## config.mk

```make
export PLATFORM = sky130hd
export DESIGN_NAME = sm3_msg_arb
export DESIGN_NICKNAME = d
export VERILOG_FILES = /design/src/rtl/sm3_msg_arb.sv
export SDC_FILE = /design/constraint.sdc
export NUM_CORES = 1
export LEC_CHECK = 0
export ABC_AREA = 1
export CORE_MARGIN = 2
export CORE_UTILIZATION = 41
export CTS_CLUSTER_SIZE = 25
export DETAILED_ROUTE_END_ITERATION = 10
export GPL_ROUTABILITY_DRIVEN = 1
export GPL_TIMING_DRIVEN = 0
export PLACE_DENSITY = 0.87
export SETUP_SLACK_MARGIN = 0.2
export SYNTH_ARGS = -nofsm -noshare
export SYNTH_HDL_FRONTEND = slang
export SYNTH_SLANG_ARGS = --single-unit
```

## constraint.sdc

```tcl
create_clock -name clk -period 3.2 [get_ports clk]
set_input_delay 0.32 -clock clk [delete_from_list [all_inputs] [get_ports clk]]
set_output_delay 0.32 -clock clk [all_outputs]
set_load 0.01 [all_outputs]
```

## src/rtl/sm3_msg_arb.sv

```systemverilog
// sm3_msg_arb: two-requester, message-granular round-robin arbiter feeding
// the sm3_pad_core. A grant lasts for one whole message: beats pass through
// combinationally until the last beat, then the grant is held until the pad
// core reports the last padded block. Also counts the message bytes and
// pulses done_o one cycle after padding completes.
module sm3_msg_arb #(
    parameter int INPT_DW  = 32,
    parameter int BYTE_NUM = INPT_DW / 8
) (
    input  logic                clk,
    input  logic                rst,
    input  logic [INPT_DW-1:0]  req0_d_i,
    input  logic [BYTE_NUM-1:0] req0_vld_byte_i,
    input  logic                req0_vld_i,
    input  logic                req0_lst_i,
    output logic                req0_rdy_o,
    input  logic [INPT_DW-1:0]  req1_d_i,
    input  logic [BYTE_NUM-1:0] req1_vld_byte_i,
    input  logic                req1_vld_i,
    input  logic                req1_lst_i,
    output logic                req1_rdy_o,
    output logic [INPT_DW-1:0]  msg_inpt_d_o,
    output logic [BYTE_NUM-1:0] msg_inpt_vld_byte_o,
    output logic                msg_inpt_vld_o,
    output logic                msg_inpt_lst_o,
    input  logic                msg_inpt_rdy_i,
    input  logic                pad_otpt_lst_i,
    output logic                gnt_id_o,
    output logic                busy_o,
    output logic [60:0]         msg_byte_cnt_o,
    output logic                done_o,
    output logic                done_id_o
);

    localparam int CNT_W = 61;

    typedef enum logic [1:0] {
        IDLE     = 2'd0,
        XFER     = 2'd1,
        WAIT_PAD = 2'd2
    } state_t;

    state_t             state_q, state_d;
    logic               ptr_q, ptr_d;
    logic               gnt_q, gnt_d;
    logic [CNT_W-1:0]   cnt_q, cnt_d;
    logic               done_q, done_d;
    logic               done_id_q, done_id_d;

    // Granted requester's beat, selected by the latched grant id.
    logic [INPT_DW-1:0]  sel_d;
    logic [BYTE_NUM-1:0] sel_vb;
    logic                sel_vld;
    logic                sel_lst;
    logic [CNT_W-1:0]    last_bytes;
    logic                acc;

    // Steer the granted requester onto the shared bus and count valid bytes.
    always_comb begin
        sel_d      = gnt_q ? req1_d_i        : req0_d_i;
        sel_vb     = gnt_q ? req1_vld_byte_i : req0_vld_byte_i;
        sel_vld    = gnt_q ? req1_vld_i      : req0_vld_i;
        sel_lst    = gnt_q ? req1_lst_i      : req0_lst_i;
        last_bytes = '0;
        for (int i = 0; i < BYTE_NUM; i++) begin
            last_bytes = last_bytes + CNT_W'(sel_vb[i]);
        end
    end

    // Next-state logic and pass-through outputs; everything is idle outside XFER.
    always_comb begin
        state_d             = state_q;
        ptr_d               = ptr_q;
        gnt_d               = gnt_q;
        cnt_d               = cnt_q;
        done_d              = 1'b0;
        done_id_d           = done_id_q;
        req0_rdy_o          = 1'b0;
        req1_rdy_o          = 1'b0;
        msg_inpt_d_o        = '0;
        msg_inpt_vld_byte_o = '0;
        msg_inpt_vld_o      = 1'b0;
        msg_inpt_lst_o      = 1'b0;
        acc                 = 1'b0;

        case (state_q)
            IDLE: begin
                if (req0_vld_i || req1_vld_i) begin
                    // Pointer only matters on contention; a lone requester always wins.
                    gnt_d   = (req0_vld_i && req1_vld_i) ? ptr_q : req1_vld_i;
                    cnt_d   = '0;
                    state_d = XFER;
                end
            end
            XFER: begin
                msg_inpt_d_o        = sel_d;
                msg_inpt_vld_byte_o = sel_vb;
                msg_inpt_vld_o      = sel_vld;
                msg_inpt_lst_o      = sel_lst;
                req0_rdy_o          = !gnt_q && msg_inpt_rdy_i;
                req1_rdy_o          =  gnt_q && msg_inpt_rdy_i;
                acc                 = sel_vld && msg_inpt_rdy_i;
                if (acc) begin
                    if (sel_lst) begin
                        cnt_d   = cnt_q + last_bytes;
                        state_d = WAIT_PAD;
                    end else begin
                        cnt_d   = cnt_q + CNT_W'(BYTE_NUM);
                    end
                end
            end
            WAIT_PAD: begin
                if (pad_otpt_lst_i) begin
                    done_d    = 1'b1;
                    done_id_d = gnt_q;
                    ptr_d     = ~gnt_q;
                    state_d   = IDLE;
                end
            end
            default: state_d = IDLE;
        endcase
    end

    // State registers with synchronous active-high reset.
    always_ff @(posedge clk) begin
        if (rst) begin
            state_q   <= IDLE;
            ptr_q     <= 1'b0;
            gnt_q     <= 1'b0;
            cnt_q     <= '0;
            done_q    <= 1'b0;
            done_id_q <= 1'b0;
        end else begin
            state_q   <= state_d;
            ptr_q     <= ptr_d;
            gnt_q     <= gnt_d;
            cnt_q     <= cnt_d;
            done_q    <= done_d;
            done_id_q <= done_id_d;
        end
    end

    assign gnt_id_o       = gnt_q;
    assign busy_o         = (state_q != IDLE);
    assign msg_byte_cnt_o = cnt_q;
    assign done_o         = done_q;
    assign done_id_o      = done_id_q;

endmodule
```

==> tab_implementation.tex <==
\begin{tabular}{lr}
\hline
Metric & Value \\
\hline
\multicolumn{2}{l}{\textbf{Synthesis}} \\
Net Count, Synth & 949 \\
Leading area contributor after synthesis & dfxtp\_1 \\
Mean area per synthesized cell & 5.74 um2 \\
Post-synthesis register bit count & 67 \\
Syn Std Cell Area & 4960 um2 \\
Number of warning messages in the yosys log & 0 \\
Area share of the leading cell type in the synthesized netlist & 0.271 \\
Cell with the most instances after synthesis & nand2\_1 \\
Async set-reset flop share out of synthesis & 0 \\
Number of distinct standard cells referenced by the synthesized netlist & 39 \\
Dominant cells by area after synthesis & dfxtp\_1 27\%, nand2\_1 22\%, nor2\_1 13\% \\
Share of the yosys chip area belonging to registers & 0.271 \\
Number of synthesized flops with an enable pin & 0 \\
Synth Instances & 864 \\
Synth cell count leaders & 289 x nand2\_1, 170 x nor2\_1, 75 x inv\_1 \\
Prevailing post-synth register cell & dfxtp\_1 \\
\multicolumn{2}{l}{\textbf{Clock network}} \\
Clock transition at the register clock pins on the worst setup and hold paths after CTS & 70 ps \\
Clock latency on the worst-skew pair & 350 ps \\
TritonCTS clock tree & yes \\
\# clock sinks & 67 \\
Clock buffers created by TritonCTS & 9 \\
Maximum root-to-sink buffer count & 2 \\
Hold Buf Count CTS & 0 \\
Clock Root Buffer & clkbuf\_16 \\
Maximum level of the CTS H-tree & 3 \\
\multicolumn{2}{l}{\textbf{Critical path}} \\
Startpoint of the most critical setup path & gnt\_id\_o \\
CP Capture Type & register \\
Startpoint-to-endpoint class of the critical path & register to register \\
Arrival time reported for the critical path endpoint & 3230 ps \\
Setup crit start kind & register \\
Req. time, crit path & 3450 ps \\
Launching point of the worst reg2reg path & gnt\_id\_o \\
Maximum fanout along the worst path & 7 \\
\multicolumn{2}{l}{\textbf{Cells and area}} \\
Finished Core Util & 0.633 \\
Area growth syn-to-layout & 52.2\% \\
Finished Layout Cells & 1226 \\
Share of cells above drive strength 1 & 0.101 \\
Final Instance Area & 7540 um2 \\
Final-stage net count & 1150 \\
\multicolumn{2}{l}{\textbf{STA}} \\
Post-layout min period & 2980 ps \\
Total negative slack for setup checks & 0 ps \\
Pin slew with the least headroom to its limit & 709 ps \\
Highest Clock Rate & 0.336 GHz \\
Hold WS & 213 ps \\
Post-Route Skew & 10.7 ps \\
RSZ-0062 raised after global routing & yes \\
Final Cycle Share & 0.931 \\
Final number of setup-violating endpoints & 0 \\
Rel. slew slack & 0.527 \\
Max-slew violation count & 0 \\
Number of hold violations in the final report & 0 \\
\multicolumn{2}{l}{\textbf{Drt}} \\
Detailed-route via count & 6542 \\
DR pass1 iterations & 5 \\
Final wirelength & 21700 um \\
Average wire per standard cell & 17.7 um \\
Final ANT Viol Nets & 0 \\
Violation count after the first detailed-routing iteration & 586 \\
Average vias per placed instance & 5.34 \\
Number of DRC violations after detailed routing & 0 \\
\multicolumn{2}{l}{\textbf{Placed design}} \\
Count of buffers from port buffering & 183 \\
DP Area & 6980 um2 \\
Global placement routability congestion & 1.01 \\
Cell total after placement & 1194 \\
Dpl hpwl & 17100 um \\
\multicolumn{2}{l}{\textbf{Min path}} \\
Hold/Removal Path Class & primary input to register \\
Worst hold start & rst \\
\multicolumn{2}{l}{\textbf{Die}} \\
Die area & 13000 um2 \\
Width of the die & 114 um \\
Initial core utilization & 0.416 \\
Row count & 40 \\
I/O Pins & 185 \\
Die outline height & 114 um \\
Core Footprint & 11900 um2 \\
\multicolumn{2}{l}{\textbf{Global route}} \\
GRT Residual Overflow & 0 \\
Global Route Usage Sum & 0.327 \\
Wire length of the first global-routing pass & 32100 um \\
Number of global-route vias before repair & 5937 \\
Initial antenna violation count & 9 \\
Maximum number of pins on one net before global-route repair & 13 \\
\multicolumn{2}{l}{\textbf{Status}} \\
Result of the run & complete, no violations \\
\multicolumn{2}{l}{\textbf{Run}} \\
Number of max-cap violations & 0 \\
\multicolumn{2}{l}{\textbf{Power}} \\
Worst vdd ir & 248 uV \\
Static leakage & 2.71 nW \\
Power per unit of standard cell area & 374 nW/um2 \\
\hline
\end{tabular}
[layout by cell type (no fill, tap or decap), drive strengths merged]
cell / netlist / layout
nand2: 299 / 299
nor2: 191 / 191
clkdlybuf4s50: 0 / 183
inv: 80 / 80
a21oi: 74 / 74
dfxtp: 67 / 67
nand3: 49 / 49
o21ai: 26 / 26
buf: 15 / 22
clkbuf: 9 / 19
nand4: 16 / 16
diode: 0 / 9
nor3: 7 / 7
a31oi: 4 / 4
and2: 4 / 4
mux2i: 4 / 4
nor3b: 3 / 3
nand3b: 3 / 3
bufinv: 0 / 3
fa: 3 / 3
clkinv: 0 / 3
ha: 2 / 2
or2: 2 / 2
o211ai: 1 / 1
o21bai: 1 / 1
and3: 1 / 1
xor2: 1 / 1
o32ai: 1 / 1
nor2b: 1 / 1
[state kept, by name (all words and copies together) (netlist names)]
name,flops
gnt_id_o,1
msg_byte_cnt_o,61
ptr_q,1
done_id_o,1
done_o,1
state_q,2
[layer usage]
layer | GRT usage | part of all wire | up-vias
li1 | - | - | 3149
met1 | 0.360 | 0.38 | 2999
met2 | 0.549 | 0.48 | 330
met3 | 0.0919 | 0.093 | 64
met4 | 0.218 | 0.055 | 0
met5 | 0 | 0 | -
[worst max-delay path, stage by stage (launching register included)]
cell and delay (ps):
dfxtp_2 320, buf_6 120, buf_12 130, mux2i_4 190, fa_1 510, fa_2 350
inv_2 80, fa_2 240, nand2_2 80, inv_2 90, nand2_2 80, o21ai_4 190
nand2_4 100, nor2_4 200, nand3_2 90, nand2_1 60, nor2_1 40
[through the flow]
| step | total power, mW | setup slack [ps] |
|---|---|---|
| after floorplan | 1.25 | 204 |
| after global placement | 1.59 | -223 |
| after detailed placement | 1.60 | -264 |
| after CTS | 2.79 | 202 |
| after global routing | 2.90 | 101 |
| final | 2.82 | 222 |
[cell families after synthesis]
group | Yosys count | synth area share
buffers and inverters | 104 | 0.0891
flip-flops | 67 | 0.271
multiplexers | 4 | 0.00808
AO/OA/AOI/OAI | 107 | 0.113
XOR/XNOR | 1 | 0.00177
adder cells (fa/ha/maj) | 5 | 0.0172
AND/OR/NAND/NOR | 576 | 0.501
[where the power goes]
group / total, mW / leakage (nW) / internal, mW / switching (mW)
sequential: 0.871 / 0.541 / 0.849 / 0.0220
combinational: 0.750 / 2.00 / 0.333 / 0.418
clock: 1.20 / 0.173 / 0.784 / 0.416
[layout make-up]
type / count / area, um2
Clock buffer: 10 / 239
Clock inverter: 6 / 113
Buffer: 24 / 151
Timing Repair Buffer: 190 / 1880
Multi-Input combinational cell: 693 / 3300
Inverter: 80 / 305
Antenna cell: 9 / 22.5
Fill cell: 1159 / 4370
Tap cell: 147 / 184
Sequential cell: 67 / 1340
[repair_timing]
action,in CTS,in global routing
pin swaps,6,8
setup endpoints to repair,32,22
gates resized for setup,20,20
setup buffers,3,4
cloned,0,0
[final timing paths]
| kind | endpoint | cells past startpoint | slack (ps) |
|---|---|---|---|
| worst min-delay path | msg_byte_cnt_o[1] | 2 | 210 |
| worst min register to register | done_id_o | 2 | 490 |
| worst max register to register | msg_byte_cnt_o[60] | 16 | 220 |
| worst max-delay path | msg_byte_cnt_o[60] | 16 | 220 |
Note: power is estimated with default switching activity, not from simulation.
